--- config.mk ---
export PLATFORM = sky130hd
export DESIGN_NAME = dcp_dump
export DESIGN_NICKNAME = d
export VERILOG_FILES = /design/src/rtl/dcp_pkg.sv /design/src/rtl/dcp_tx_port.sv /design/src/rtl/dcp_dump.sv
export SDC_FILE = /design/constraint.sdc
export NUM_CORES = 1
export LEC_CHECK = 0
export ABC_AREA = 1
export BUFFER_PORTS_ARGS = -buffer_cell sky130_fd_sc_hd__buf_2
export CORE_MARGIN = 2
export CORE_UTILIZATION = 50
export CTS_BUF_LIST = sky130_fd_sc_hd__clkbuf_8
export DETAILED_ROUTE_END_ITERATION = 6
export PLACE_DENSITY = 0.83
export SLEW_MARGIN = 30
export SYNTH_ARGS = -nofsm -noshare
export SYNTH_HDL_FRONTEND = slang
export SYNTH_SLANG_ARGS = --single-unit
--- constraint.sdc ---
create_clock -name clk -period 3.3 [get_ports clk]
set_clock_uncertainty 0.05 [all_clocks]
set_input_delay 0.66 -clock clk [delete_from_list [all_inputs] [get_ports clk]]
set_output_delay 0.66 -clock clk [all_outputs]
set_load 0.02 [all_outputs]
--- src/rtl/dcp_pkg.sv ---
// Shared types and constants for the memory-dump command processor.
// DCP_DUMP_CSUM_EN adds the per-line XOR checksum states.
package dcp_pkg;

    typedef enum logic [3:0] {
        ST_IDLE,
        ST_SCAN,
        ST_PFX,
        ST_ADDR,
        ST_COLON,
        ST_RD,
        ST_WORD,
        ST_SEP,
`ifdef DCP_DUMP_CSUM_EN
        ST_CSUM_MARK,
        ST_CSUM,
`endif
        ST_CR,
        ST_LF,
        ST_DONE
    } dcp_state_e;

    localparam logic [7:0] CHR_DASH  = 8'h2D;
    localparam logic [7:0] CHR_COLON = 8'h3A;
    localparam logic [7:0] CHR_SP    = 8'h20;
    localparam logic [7:0] CHR_CR    = 8'h0D;
    localparam logic [7:0] CHR_LF    = 8'h0A;
    localparam logic [7:0] CHR_HASH  = 8'h23;

    localparam logic TX_CHAR = 1'b0;
    localparam logic TX_HEX  = 1'b1;

    function automatic logic [31:0] chr32(input logic [7:0] c);
        return {24'h0, c};
    endfunction

endpackage

--- src/rtl/dcp_tx_port.sv ---
// Transmitter request/acknowledge handshake; the sequencer only raises start
// while it wants an item sent and advances on the one-cycle done.
module dcp_tx_port (
    input  logic        clk,
    input  logic        rstn,
    input  logic        clear,
    input  logic        start,
    input  logic [31:0] payload,
    input  logic        ptype,
    input  logic        ack_tx,
    output logic        req_tx,
    output logic        done,
    output logic [31:0] dout,
    output logic        type_tx
);

    // Clearing on acknowledge has priority over start, guaranteeing an idle
    // cycle between consecutive items.
    always_ff @(posedge clk) begin
        if (!rstn || clear) begin
            req_tx <= 1'b0;
        end else if (req_tx && ack_tx) begin
            req_tx <= 1'b0;
        end else if (start) begin
            req_tx <= 1'b1;
        end
    end

    assign done    = req_tx & ack_tx;
    assign dout    = payload;
    assign type_tx = ptype;

endmodule

--- src/rtl/dcp_dump.sv ---
// Memory-dump command processor: reads a start address, streams formatted hex
// lines through the transmitter. DCP_DUMP_CSUM_EN appends a per-line XOR checksum.
//
// state     | meaning
// IDLE      | waiting for sel_mode == CMD_CODE
// SCAN      | receiver handshake for start address (or resume)
// PFX       | emit CMD_CODE then '-'
// ADDR      | emit current address as hex
// COLON     | emit ':'
// RD        | wait out memory latency, capture word
// WORD      | emit captured word as hex, advance address
// SEP       | emit ' ' between words
// CSUM_MARK | emit '#'
// CSUM      | emit line checksum as hex
// CR / LF   | end of line
// DONE      | finish held until sel_mode drops
module dcp_dump
    import dcp_pkg::*;
#(
    parameter logic [7:0] CMD_CODE       = 8'h49,
    parameter int         ADDR_W         = 32,
    parameter int         DATA_W         = 32,
    parameter int         WORDS_PER_LINE = 4,
    parameter int         LINES          = 2,
    parameter int         ADDR_STEP      = 1,
    parameter int         MEM_LAT        = 0
) (
    input  logic              clk,
    input  logic              rstn,
    input  logic [7:0]        sel_mode,
    output logic              finish,
    output logic [ADDR_W-1:0] addr,
    input  logic [DATA_W-1:0] dout_mem,
    input  logic [31:0]       din_rx,
    input  logic              flag_rx,
    input  logic              ack_rx,
    output logic              req_rx,
    output logic              type_rx,
    input  logic              ack_tx,
    output logic              req_tx,
    output logic              type_tx,
    output logic [31:0]       dout
);

    localparam logic [3:0]        WPL_LAST  = 4'(WORDS_PER_LINE - 1);
    localparam logic [7:0]        LINE_LAST = 8'(LINES - 1);
    localparam int                LAT_M1    = (MEM_LAT > 0) ? MEM_LAT - 1 : 0;
    localparam logic [1:0]        LAT_INIT  = 2'(LAT_M1);
    localparam logic [ADDR_W-1:0] STEP      = ADDR_W'(ADDR_STEP);

    dcp_state_e        state;
    logic [ADDR_W-1:0] cur_addr;
    logic [ADDR_W-1:0] last_addr;
    logic [DATA_W-1:0] data_reg;
    logic [7:0]        line_cnt;
    logic [3:0]        word_cnt;
    logic [1:0]        lat_cnt;
    logic              pfx_idx;
    logic              we;
    logic              capture;
    logic              tx_start;
    logic              tx_done;
    logic              tx_type;
    logic [31:0]       tx_payload;
`ifdef DCP_DUMP_CSUM_EN
    logic [DATA_W-1:0] csum;
`endif

    assign we      = (sel_mode == CMD_CODE);
    assign addr    = cur_addr;
    assign type_rx = 1'b1;

    // Zero latency folds the capture into the edge that leaves COLON/SEP.
    always_comb begin
        if (MEM_LAT == 0) begin
            capture = (state == ST_COLON || state == ST_SEP) && tx_done;
        end else begin
            capture = (state == ST_RD) && (lat_cnt == 2'd0);
        end
    end

    always_comb begin
        tx_start   = 1'b0;
        tx_type    = TX_CHAR;
        tx_payload = chr32(CHR_SP);
        case (state)
            ST_PFX: begin
                tx_start   = 1'b1;
                tx_payload = pfx_idx ? chr32(CHR_DASH) : chr32(CMD_CODE);
            end
            ST_ADDR: begin
                tx_start   = 1'b1;
                tx_type    = TX_HEX;
                tx_payload = 32'(cur_addr);
            end
            ST_COLON: begin
                tx_start   = 1'b1;
                tx_payload = chr32(CHR_COLON);
            end
            ST_WORD: begin
                tx_start   = 1'b1;
                tx_type    = TX_HEX;
                tx_payload = 32'(data_reg);
            end
            ST_SEP: begin
                tx_start   = 1'b1;
                tx_payload = chr32(CHR_SP);
            end
`ifdef DCP_DUMP_CSUM_EN
            ST_CSUM_MARK: begin
                tx_start   = 1'b1;
                tx_payload = chr32(CHR_HASH);
            end
            ST_CSUM: begin
                tx_start   = 1'b1;
                tx_type    = TX_HEX;
                tx_payload = 32'(csum);
            end
`endif
            ST_CR: begin
                tx_start   = 1'b1;
                tx_payload = chr32(CHR_CR);
            end
            ST_LF: begin
                tx_start   = 1'b1;
                tx_payload = chr32(CHR_LF);
            end
            default: ;
        endcase
    end

    dcp_tx_port u_tx (
        .clk     (clk),
        .rstn    (rstn),
        .clear   (!we),
        .start   (tx_start),
        .payload (tx_payload),
        .ptype   (tx_type),
        .ack_tx  (ack_tx),
        .req_tx  (req_tx),
        .done    (tx_done),
        .dout    (dout),
        .type_tx (type_tx)
    );

    always_ff @(posedge clk) begin
        if (!rstn) begin
            state     <= ST_IDLE;
            cur_addr  <= '0;
            last_addr <= '0;
            data_reg  <= '0;
            line_cnt  <= '0;
            word_cnt  <= '0;
            lat_cnt   <= '0;
            pfx_idx   <= 1'b0;
            finish    <= 1'b0;
            req_rx    <= 1'b0;
`ifdef DCP_DUMP_CSUM_EN
            csum      <= '0;
`endif
        end else if (!we) begin
            // Abort leaves last_addr untouched so a partial dump is not resumable.
            state  <= ST_IDLE;
            req_rx <= 1'b0;
            finish <= 1'b0;
        end else begin
            if (capture) begin
                data_reg <= dout_mem;
            end
`ifdef DCP_DUMP_CSUM_EN
            if (state == ST_ADDR) begin
                csum <= '0;
            end else if (capture) begin
                csum <= csum ^ dout_mem;
            end
`endif
            case (state)
                ST_IDLE: state <= ST_SCAN;
                ST_SCAN: begin
                    if (req_rx && ack_rx) begin
                        req_rx   <= 1'b0;
                        cur_addr <= flag_rx ? last_addr : din_rx[ADDR_W-1:0];
                        line_cnt <= '0;
                        word_cnt <= '0;
                        pfx_idx  <= 1'b0;
                        state    <= ST_PFX;
                    end else begin
                        req_rx <= 1'b1;
                    end
                end
                ST_PFX: begin
                    if (tx_done) begin
                        pfx_idx <= 1'b1;
                        if (pfx_idx) begin
                            state <= ST_ADDR;
                        end
                    end
                end
                ST_ADDR: if (tx_done) state <= ST_COLON;
                ST_COLON, ST_SEP: begin
                    if (tx_done) begin
                        if (MEM_LAT == 0) begin
                            state <= ST_WORD;
                        end else begin
                            lat_cnt <= LAT_INIT;
                            state   <= ST_RD;
                        end
                    end
                end
                ST_RD: begin
                    if (lat_cnt == 2'd0) begin
                        state <= ST_WORD;
                    end else begin
                        lat_cnt <= lat_cnt - 2'd1;
                    end
                end
                ST_WORD: begin
                    if (tx_done) begin
                        cur_addr <= cur_addr + STEP;
                        if (word_cnt == WPL_LAST) begin
                            word_cnt <= '0;
`ifdef DCP_DUMP_CSUM_EN
                            state    <= ST_CSUM_MARK;
`else
                            state    <= ST_CR;
`endif
                        end else begin
                            word_cnt <= word_cnt + 4'd1;
                            state    <= ST_SEP;
                        end
                    end
                end
`ifdef DCP_DUMP_CSUM_EN
                ST_CSUM_MARK: if (tx_done) state <= ST_CSUM;
                ST_CSUM:      if (tx_done) state <= ST_CR;
`endif
                ST_CR: if (tx_done) state <= ST_LF;
                ST_LF: begin
                    if (tx_done) begin
                        if (line_cnt == LINE_LAST) begin
                            last_addr <= cur_addr;
                            finish    <= 1'b1;
                            state     <= ST_DONE;
                        end else begin
                            line_cnt <= line_cnt + 8'd1;
                            state    <= ST_ADDR;
                        end
                    end
                end
                ST_DONE: ;
                default: state <= ST_IDLE;
            endcase
        end
    end

endmodule

==> results.ini <==
[layout]
finalNetCount=1255
syn_to_final_growth_pct=17.26
num_antenna_cells=0
fin_util_pct=59.25
fill_cells=1306
drive_above_1_share_pct=17.12

[pwr]
p_clk_share_pct=43.5
p_seq_share_pct=51.7
internal_power_w=0.002095
p_switching_w=0.0006608
leakage_nw=3.335
finalPower_w=0.002756
switching_share_pct=23.98
ir_drop_uv=323.6
power_density_mw_per_mm2=355.5
combPwrFrac_pct=4.8

[placed_design]
io_buffers=144
gp_congestion=0.9704
hpwl_um=14420

[synth]
synth-edff-count=0
synth-seq-cells=118
syn_avg_cell_area_um2=6.285
yosysTopAreaCellShare_pct=35.73
synth_cells=1052
synthesis.area_mm2=0.006611
ys.flop_type=dfxtp_1
ys_seq_area_share_pct=35.73
ys_warn_count=0
synth_fp_nets=1134
synth.largest_area_cell=dfxtp_1
yosys.cell_count.top_type=nand2_1
ys_top_cells_by_count=nand2_1 (233), a21oi_1 (146), nor2_1 (131)
synthTopCellsByArea=dfxtp_1 (36%), nand2_1 (13%), a21oi_1 (11%), o21ai_0 (8.3%), nor2_1 (7.4%)
ys_async_sr_fraction_pct=0
synth_cell_types=40

[sta]
tightestPinTransition_ns=0.8972
setup_viol=0
fin_crit_ns=2.939
report.final.slew_viol_count=0
rsz0062_at_grt=false
period_share_pct=89.07
finalHoldViolations=0
max_freq_mhz=340.2
max_slew_margin_pct=40.04
hold_ws_ns=0.3963
tns_ns=0

[floorplan]
die_x_um=119.0
fp-row-count=42
initial_core_util_pct=50.53
die_h_um=119.0
core_mm2=0.01309
pin_count=146
die_area_mm2=0.01416

[detailed_routing]
drc=0
drtIter0Drc=685
post_drt_via_cell_ratio=5.335
ant_nets=0
finalWirelength_um=19920
detail_route.first_pass.iterations=5
vias=7266
wire_per_inst_um=14.63

[setup_path]
path_max_fanout=33
critPathBufInv=2
critPathSlowestCell=nand2_2
end_kind=primary output
crit_required_ns=2.59
crit_path_start_kind=register
critPathKind=register to primary output
arrival_ns=2.23
slowest_delay_ns=0.46
critPathTopFamily=simple AND/OR/NAND/NOR gates
crit_chain=inv_2 -> nor2_1 -> nand2_2 -> o22ai_1 -> buf_2

[grt]
grtUsageTotal_pct=28.25
antenna_found_initial=0
grt_max_degree=60
grt_pass1_wl_um=31880
grt_pass1_vias=6468
overflow=0

[hold_path]
hp-class=register to register

[run]
maxCapViolCount=0

[cts]
ctsHoldBuffers=0
htreeDepth=4
cts_tree=yes
clockBufferDepth=2
insertion_delay_ns=0.45
post-cts-setup-buffers=0
ctsResizeCount=0
cts-buffers-inserted=17
clkTransAtPathRegs_ns=0.07
cts_sinks=118
cts_root_buf=clkbuf_8

[outcome]
status=finished clean

-- path summary, 6_finish.rpt --
kind	start	slack, ns	cells past startpoint	endpoint
max	state[2]$_SDFFE_PN0P_	0.36	5	dout[27]
min	data_reg[12]$_SDFFE_PN0P_	0.40	2	data_reg[12]$_SDFFE_PN0P_
max reg2reg	state[2]$_SDFFE_PN0P_	0.78	9	addr[10]$_SDFFE_PN0P_
min reg2reg	data_reg[12]$_SDFFE_PN0P_	0.40	2	data_reg[12]$_SDFFE_PN0P_
-- kinds of logic (layout without fill, tap and decap cells) --
kind of cell               after synthesis  after routing  share of synthesized area (%)
AOI/OAI and AO/OA                      300            300                          23.58
and+or+nand+nor                        434            434                          26.99
muxes                                    1              1                         0.1514
other                                    1              1                        0.05672
buffers and inverters                  181            315                          10.96
xor gates and xnor gates                12             12                          1.590
adders and majority gates                5              5                         0.9463
DFF                                    118            118                          35.73
-- cell type report --
class | instances | area (um^2) | share of cell area, %
clock inverters | 13 | 92.59 | 1.194
well taps | 176 | 220.2 | 2.841
flip-flops and latches | 118 | 2362 | 30.47
repair buffers | 154 | 795.8 | 10.26
inverters | 129 | 485.5 | 6.262
clock buffers | 19 | 261.5 | 3.373
multi-input cells | 753 | 3535 | 45.59
-- stage by stage --
stage / instance area, um^2 / cells / worst slack (ns)
3_5_place_dp: 7398 / 1330 / 0.7166
6_report: 7752 / 1362 / 0.3606
5_1_grt: 7752 / 1362 / 0.2346
4_1_cts: 7752 / 1362 / 0.3687
2_1_floorplan: 6611 / 1052 / 1.017
3_3_place_gp: 7398 / 1330 / 0.8022
-- worst reg2reg max path, cell delays in order (launching register included) --
cell and delay (ns):
dfxtp_1 0.44, inv_2 0.07, nor2_1 0.21, nand2_2 0.46, nand2_4 0.27, nand3_4 0.14, inv_2 0.41, o21ai_0 0.19
nor2_1 0.13, nor2_1 0.05
-- per-layer routing --
layer | up-vias | routed length (um) | track usage [%]
met3 | 39 | 1662 | 5.987
met5 | - | 0 | 0
met2 | 317 | 9148 | 46.98
met4 | 0 | 556 | 11.38
li1 | 3655 | - | -
met1 | 3255 | 8554 | 35.65
-- cells in the final DEF, fill, tap and decap left out, types with 3 or more instances in the layout --
cell type	instances
a21oi_1	146
buf_2	144
buf_4	10
clkbuf_8	19
clkinv_2	6
clkinvlp_4	3
dfxtp_1	118
ha_1	5
inv_1	127
inv_2	5
nand2_1	232
nand2_2	5
nand3_1	40
nand4_1	8
nor2_1	130
nor2_2	3
nor3_1	5
o2111ai_1	3
o211ai_1	5
o21ai_0	110
o21ai_1	16
o22ai_1	15
xor2_1	10
-- power groups by stage --
stage	sequential, W	combinational, W	clock [W]
detailed placement	0.00146	0.000132	0
CTS	0.00142	0.000132	0.00121
floorplan	0.00146	0.0000697	0
finish	0.00142	0.000133	0.00120
global route	0.00142	0.000151	0.00127
global placement	0.00146	0.000131	0
Note: power is estimated with default switching activity, not from simulation.
